`config.mk`:
```
export PLATFORM = sky130hd
export DESIGN_NAME = boot_mem_ctrl
export DESIGN_NICKNAME = d
export VERILOG_FILES = /design/src/rtl/boot_pkg.sv /design/src/rtl/byte_word_packer.sv /design/src/rtl/boot_mem_ctrl.sv
export SDC_FILE = /design/constraint.sdc
export NUM_CORES = 1
export LEC_CHECK = 0
export CAP_MARGIN = 20
export CORE_MARGIN = 3
export CORE_UTILIZATION = 30
export DETAILED_ROUTE_END_ITERATION = 10
export PLACE_DENSITY = 0.53
export SYNTH_ARGS = -nofsm -noshare
export SYNTH_HDL_FRONTEND = slang
export SYNTH_SLANG_ARGS = --single-unit
```
`constraint.sdc`:
```
create_clock -name clk -period 4.4 [get_ports clk]
set_input_delay 0.66 -clock clk [delete_from_list [all_inputs] [get_ports clk]]
set_output_delay 0.66 -clock clk [all_outputs]
set_load 0.03 [all_outputs]
```
`src/rtl/boot_pkg.sv`:
```
// Shared definitions for the boot loader: FSM state codes, header size and
// the loader address helper.
package boot_pkg;

  localparam int STATE_W   = 3;
  localparam int HDR_BYTES = 2;

  localparam logic [STATE_W-1:0] HDR_LO = 3'd0;
  localparam logic [STATE_W-1:0] HDR_HI = 3'd1;
  localparam logic [STATE_W-1:0] LOAD   = 3'd2;
  localparam logic [STATE_W-1:0] RUN    = 3'd3;
  localparam logic [STATE_W-1:0] ERR    = 3'd4;

  // Byte address of loader word idx; wraps modulo 2^32.
  function automatic logic [31:0] word_addr(input logic [31:0] base,
                                            input logic [15:0] idx);
    return base + {14'd0, idx, 2'b00};
  endfunction

endpackage

```
`src/rtl/byte_word_packer.sv`:
```
// Packs a little-endian byte stream into 32-bit words. word_valid is asserted
// alongside the 4th byte; the first three bytes sit in a holding register.
module byte_word_packer (
  input  logic        clk,
  input  logic        rst,
  input  logic        clear,
  input  logic        rx_valid,
  input  logic [7:0]  rx_data,
  output logic [31:0] word,
  output logic        word_valid
);

  logic [1:0]  lane;
  logic [23:0] hold;

  assign word_valid = rx_valid && (lane == 2'd3);
  assign word       = {rx_data, hold};

  // NOTE: sequential state uses non-blocking assignments so every register
  // samples the pre-edge values regardless of statement order.
  always_ff @(posedge clk or posedge rst) begin
    if (rst) begin
      lane <= 2'd0;
      hold <= 24'd0;
    end else if (clear) begin
      lane <= 2'd0;
      hold <= 24'd0;
    end else if (rx_valid) begin
      lane <= lane + 2'd1;
      case (lane)
        2'd0:    hold[7:0]   <= rx_data;
        2'd1:    hold[15:8]  <= rx_data;
        2'd2:    hold[23:16] <= rx_data;
        default: ;
      endcase
    end
  end

endmodule

```
`src/rtl/boot_mem_ctrl.sv`:
```
// Boot sequencer: loads a length-prefixed image from the UART into RAM while
// holding the CPU in reset, then releases the CPU and gives it the write port.
module boot_mem_ctrl
  import boot_pkg::*;
#(
  parameter logic [31:0] BOOT_BASE = 32'h0000_0000,
  parameter int unsigned MAX_WORDS = 1024
) (
  input  logic        clk,
  input  logic        i_reset,
  input  logic        i_rx_valid,
  input  logic [7:0]  i_rx_data,
  input  logic        i_cpu_wr_valid,
  input  logic [31:0] i_cpu_wr_addr,
  input  logic [31:0] i_cpu_wr_data,
  output logic        o_cpu_reset,
  output logic        o_mem_wr_valid,
  output logic [31:0] o_mem_wr_addr,
  output logic [31:0] o_mem_wr_data,
  output logic [2:0]  o_state,
  output logic        o_err,
  output logic [15:0] o_words_loaded
);

  localparam int HDR_BITS = 8 * HDR_BYTES;

  logic [STATE_W-1:0]  state;
  logic [HDR_BITS-1:0] n_words;
  logic [15:0]         words_loaded;
  logic                ld_valid;
  logic [31:0]         ld_addr;
  logic [31:0]         ld_data;

  logic                pk_valid;
  logic [31:0]         pk_word;
  logic [HDR_BITS-1:0] hdr_n;

  assign hdr_n = {i_rx_data, n_words[7:0]};

  byte_word_packer u_packer (
    .clk        (clk),
    .rst        (i_reset),
    .clear      (state != LOAD),
    .rx_valid   (i_rx_valid && (state == LOAD)),
    .rx_data    (i_rx_data),
    .word       (pk_word),
    .word_valid (pk_valid)
  );

  always_ff @(posedge clk or posedge i_reset) begin
    if (i_reset) begin
      state        <= HDR_LO;
      n_words      <= '0;
      words_loaded <= 16'd0;
      ld_valid     <= 1'b0;
      ld_addr      <= 32'd0;
      ld_data      <= 32'd0;
    end else begin
      ld_valid <= 1'b0;
      case (state)
        HDR_LO: begin
          if (i_rx_valid) begin
            n_words[7:0] <= i_rx_data;
            state        <= HDR_HI;
          end
        end
        HDR_HI: begin
          if (i_rx_valid) begin
            n_words[15:8] <= i_rx_data;
            if (hdr_n == '0)
              state <= RUN;
            else if (32'(hdr_n) > MAX_WORDS)
              state <= ERR;
            else
              state <= LOAD;
          end
        end
        LOAD: begin
          if (pk_valid) begin
            ld_valid     <= 1'b1;
            ld_addr      <= word_addr(BOOT_BASE, words_loaded);
            ld_data      <= pk_word;
            words_loaded <= words_loaded + 16'd1;
          end
          // Leave LOAD on the edge after the final word's write pulse.
          if (ld_valid && (words_loaded == n_words))
            state <= RUN;
        end
        default: ;
      endcase
    end
  end

  // CPU owns the write port only once it is out of reset; before that its
  // requests are faults and are dropped.
  assign o_mem_wr_valid = (state == RUN) ? i_cpu_wr_valid : ld_valid;
  assign o_mem_wr_addr  = (state == RUN) ? i_cpu_wr_addr  : ld_addr;
  assign o_mem_wr_data  = (state == RUN) ? i_cpu_wr_data  : ld_data;

  assign o_cpu_reset    = (state != RUN);
  assign o_err          = (state == ERR);
  assign o_state        = state;
  assign o_words_loaded = words_loaded;

endmodule

```
After elaboration in Yosys (flattened, before gate mapping) --
Cells that the tools add are included.
Operators by class: add/subtract/negate cells 2, $mul 0, divide/modulo/power cells 0, magnitude comparators 1, eq/ne operators 13, shift operators 0, multiplexer cells 18, bitwise logic cells 0, reductions and logical operators 18
Operators with widths (number):
- $mux 32 | 2
- $mux 24 | 2
- $mux 8 | 3
- $add 16x1->16 const B | 1
- $eq 16x16->1 | 1
- $gt 16x11->1 const B | 1
- $logic_not 16->1 | 1
- $mux 3 | 5
- $reduce_and 2->1 | 6
- $pmux 3 s3 | 1
- $reduce_bool 2->1 | 4
- $eq 3x2->1 const B | 2
- $ne 3x2->1 const B | 2
- $eq 2x2->1 const B | 2
- $mux 2 | 2
- $ne 2x2->1 const B | 2
- $reduce_and 4->1 | 1
- $eq 3x1->1 const B | 1
- $eq 3x3->1 const B | 1
- $logic_and 1x1->1 | 3
- $logic_not 3->1 | 1
- $mux 1 | 3
- $reduce_bool 3->1 | 1
- $add 2x1->2 const B | 1
- 3 further kinds | 3
Word-level totals: bits in registers 110, bits in latches 0, bits in writable memories 0, memory bits (read-only) 0, bits of input ports 76, output and inout bits 86, logic and storage cells 63, memories 0

Depth between registers and ports, before layout --
depth in word-level cells 5, gate-level depth with buffers 6, mapped depth without buffers 5

By module --
A second synthesis with hierarchy kept.
Unflattened totals: cells, all modules 534, area, all modules 5496.5 µm²
Modules (own cells, without submodules):
- boot_mem_ctrl | instances 1, cells each 421, area each 4174.0 µm²
- byte_word_packer | instances 1, cells each 113, area each 1322.5 µm²

Least setup slack after synthesis --
OpenSTA, ideal clock, no wires.
path kind reg-to-output, start reg state[2], in the netlist o_state[2], end out o_mem_wr_data[22], arrival time 1.744 ns, data required time 3.740 ns, path slack 1.996 ns, cell stages (with the launch flop) 7, path buffers 1, cell sequence dfrtp_1 inv_1 and3_1 inv_2 clkbuf_1 nand2_1 nand2_1
Between the ends: cells in the longest elaborated chain, start to end 2
RTL lines:
- start, declared | RTL line boot_mem_ctrl.sv:27 | logic [STATE_W-1:0] state;
- start signal, assigned | RTL line boot_mem_ctrl.sv:52 | state <= HDR_LO;
- start signal, assigned | RTL line boot_mem_ctrl.sv:64 | state <= HDR_HI;
- start signal, assigned | RTL line boot_mem_ctrl.sv:71 | state <= RUN;
- $eq 3x2->1 | RTL line boot_mem_ctrl.sv:98 | assign o_mem_wr_data = (state == RUN) ? i_cpu_wr_data : ld_data;
- $mux 32 | RTL line boot_mem_ctrl.sv:98
- end, declared | RTL line boot_mem_ctrl.sv:19 | output logic [31:0] o_mem_wr_data,
No other way between the ends.

Worst setup path in the final report --
start reg state[2], in the netlist o_state[2], end out o_mem_wr_addr[4]
Between the ends: cells in the longest elaborated chain, start to end 2
RTL lines:
- $eq 3x2->1 | RTL line boot_mem_ctrl.sv:97 | assign o_mem_wr_addr = (state == RUN) ? i_cpu_wr_addr : ld_addr;
- $mux 32 | RTL line boot_mem_ctrl.sv:97
- end, declared | RTL line boot_mem_ctrl.sv:18 | output logic [31:0] o_mem_wr_addr,
No other way between the ends.

==> results_dict.tcl <==
set metrics [dict create \
    fmax_ghz 0.303 \
    grt_util_all_layers_pct 16.1 \
    io_pins 162 \
    yosysWarnings 0 \
    drt_wl_total_um 15400 \
    max-slew-margin-rel_pct 34.5 \
    cp.required_ns 3.74 \
    yosysUniqueCellTypes 32 \
    cp_max_fo 50 \
    antenna_found_initial 0 \
    tightest_slew_ns 0.983 \
    cts_hold_buf 0 \
    hold_viol 0 \
    skew_ns 0.00601 \
    yosys.area.top_type_share_pct 52.0 \
    antenna_cells 0 \
    synth-main-ff-cell "dfrtp_1" \
    place_inst 997 \
    synth_area_mm2 0.00530 \
    hold_class "reg2reg" \
    start_util_pct 31.3 \
    avgViaCountPerCell 4.62 \
    finalCriticalPeriod_ns 3.30 \
    wl_per_cell_um 15.2 \
    fin_nets 869 \
    critPathCaptureType "output pin" \
    power_density_mw_per_mm2 254 \
    clk_pin_slew_worst_paths_ns 0.07 \
    drtAntennaViolNets 0 \
    grt_first_pass_wirelength_um 25300 \
    firstDrtPassIters 4 \
    p_leak_nw 3.62 \
    tritoncts "done" \
    synthTopCellsByArea "dfrtp_1, nand2_1, mux2_2" \
    fin_cells 1013 \
    numCtsBuffers 9 \
    synth_area_leader_cell "dfrtp_1" \
    finalSetupTns_ns 0 \
    chipWidth_um 139 \
    cts_resized 0 \
    cts_max_level 3 \
    post-cts-setup-buffers 0 \
    via_count 4680 \
    avgSynthCellArea_um2 8.22 \
    finish.utilization_pct 43.5 \
    syn_nets 725 \
    dieArea_mm2 0.0193 \
    start_kind "flop" \
    critPathKind "reg2out" \
    drc_errors 0 \
    final-setup-viol-count 0 \
    grt_max_degree 66 \
    rows 47 \
    gp_congestion 0.874 \
    gr-total-overflow 0 \
    clk_latency_ns 0.35 \
    rsz0062_at_grt "false" \
    cts-root-buf "clkbuf_16" \
    seq_area_frac_synth_pct 52.0 \
    grt_pass1_vias 4719 \
    drive_gt1_share_pct 5.42 \
    drtIter0Drc 267 \
    synth_edf_count 0 \
    area.growth.synth_to_final_pct 39.1 \
    status "finished, final reports clean" \
    cp_data_arrival_time_ns 2.64 \
    clockBufferDepth 2 \
    drv_slew 0 \
    synth-seq-cells 110 \
    port_buffers 161 \
    dp_hpwl_um 10800 \
    max-cap-violations 0 \
    synthArstFlopShare_pct 100 \
    vdd_drop_max_mv 0.212 \
    clock-sinks 110 \
    die_h_um 139 \
    core-area_mm2 0.0169 \
    syn-instance-count 644 \
    period_share_pct 75.1 \
]
-- critical path: stages, from the launching register on --
cell,delay [ns]
dfrtp_1,0.40
inv_1,0.09
and3_2,0.23
inv_2,0.61
nand2_1,0.17
nand2_1,0.11
clkdlybuf4s50_1,0.66
-- synthesized netlist by cell type (3+ instances only) --
master	instances
and3_1	4
nor2_1	9
dfrtp_1	110
nor4_1	6
xor2_1	18
nor3_1	3
nand4_1	6
mux2_2	16
ha_1	5
a21oi_1	26
and2_1	19
nand2_1	328
buf_1	4
xnor2_1	14
clkbuf_1	28
inv_1	6
nand3_1	27
-- layer usage --
metal / global-route usage, % / vias up / routed length (um)
met5: 0 / - / 0
met4: 3.71 / 0 / 161
met3: 3.34 / 12 / 896
met2: 26.2 / 136 / 7250
met1: 22.3 / 2207 / 7120
li1: - / 2325 / -
-- final timing paths --
path,cells after the start,endpoint,start,slack [ns]
min,2,ld_data[20],ld_data[20],0.48
max reg2reg,5,o_state[2],o_state[0],1.92
min reg2reg,2,ld_data[20],ld_data[20],0.48
min in group asynchronous,2,ld_addr[7],i_reset,0.78
max in group asynchronous,3,ld_data[12],i_reset,2.74
max,6,o_mem_wr_addr[4],o_state[2],1.10
-- power breakdown --
group	internal, mW	switching (mW)
logic	0.0632	0.0488
clock network	0.382	0.363
registers	1.01	0
-- layout make-up --
type | count | area [um2]
clock buffer | 10 | 229
clock inverter | 6 | 38.8
fill | 1689 | 9570
inverter | 8 | 32.5
multi-input combinational | 492 | 2380
sequential | 110 | 2750
tap | 220 | 275
timing repair buffer | 167 | 1660
-- placed cells by master, fill, tap and decap left out, types with 9 or more instances in the layout --
| master | synthesis | layout |
|---|---|---|
| and2_1 | 19 | 19 |
| nand2_1 | 328 | 327 |
| xnor2_1 | 14 | 14 |
| nor2_1 | 9 | 9 |
| a21oi_1 | 26 | 26 |
| xor2_1 | 18 | 18 |
| dfrtp_1 | 110 | 110 |
| nand3_1 | 27 | 27 |
| clkdlybuf4s50_1 | 0 | 161 |
| clkbuf_16 | 0 | 9 |
| mux2_2 | 16 | 16 |
-- metrics by stage --
step / worst slack (ns) / cell area (um2) / power (mW) / hold slack [ns]
after floorplan: 0.838 / 5300 / 1.05 / 0.439
after detailed placement: 1.40 / 7100 / 1.14 / 0.458
final: 1.10 / 7370 / 1.87 / 0.475
after global placement: 1.45 / 7100 / 1.14 / 0.452
after CTS: 1.02 / 7370 / 1.89 / 0.476
after global routing: 0.809 / 7370 / 1.95 / 0.496
-- kinds of logic after synthesis --
group	share of synthesized area [%]
adder cells (fa/ha/maj)	1.18
AND/OR/NAND/NOR	31.6
XOR/XNOR	5.29
AO/OA/AOI/OAI	3.19
buffers and inverters	3.14
flip-flops	52.0
multiplexers	3.59
-- registers in the layout (all words and copies together) (netlist names) --
name / cells
ld_valid: 1
u_packer.lane: 2
o_state: 3
u_packer.hold: 24
ld_data: 32
o_words_loaded: 16
n_words: 16
ld_addr: 16
No activity file was read; power rests on OpenSTA's default activity.
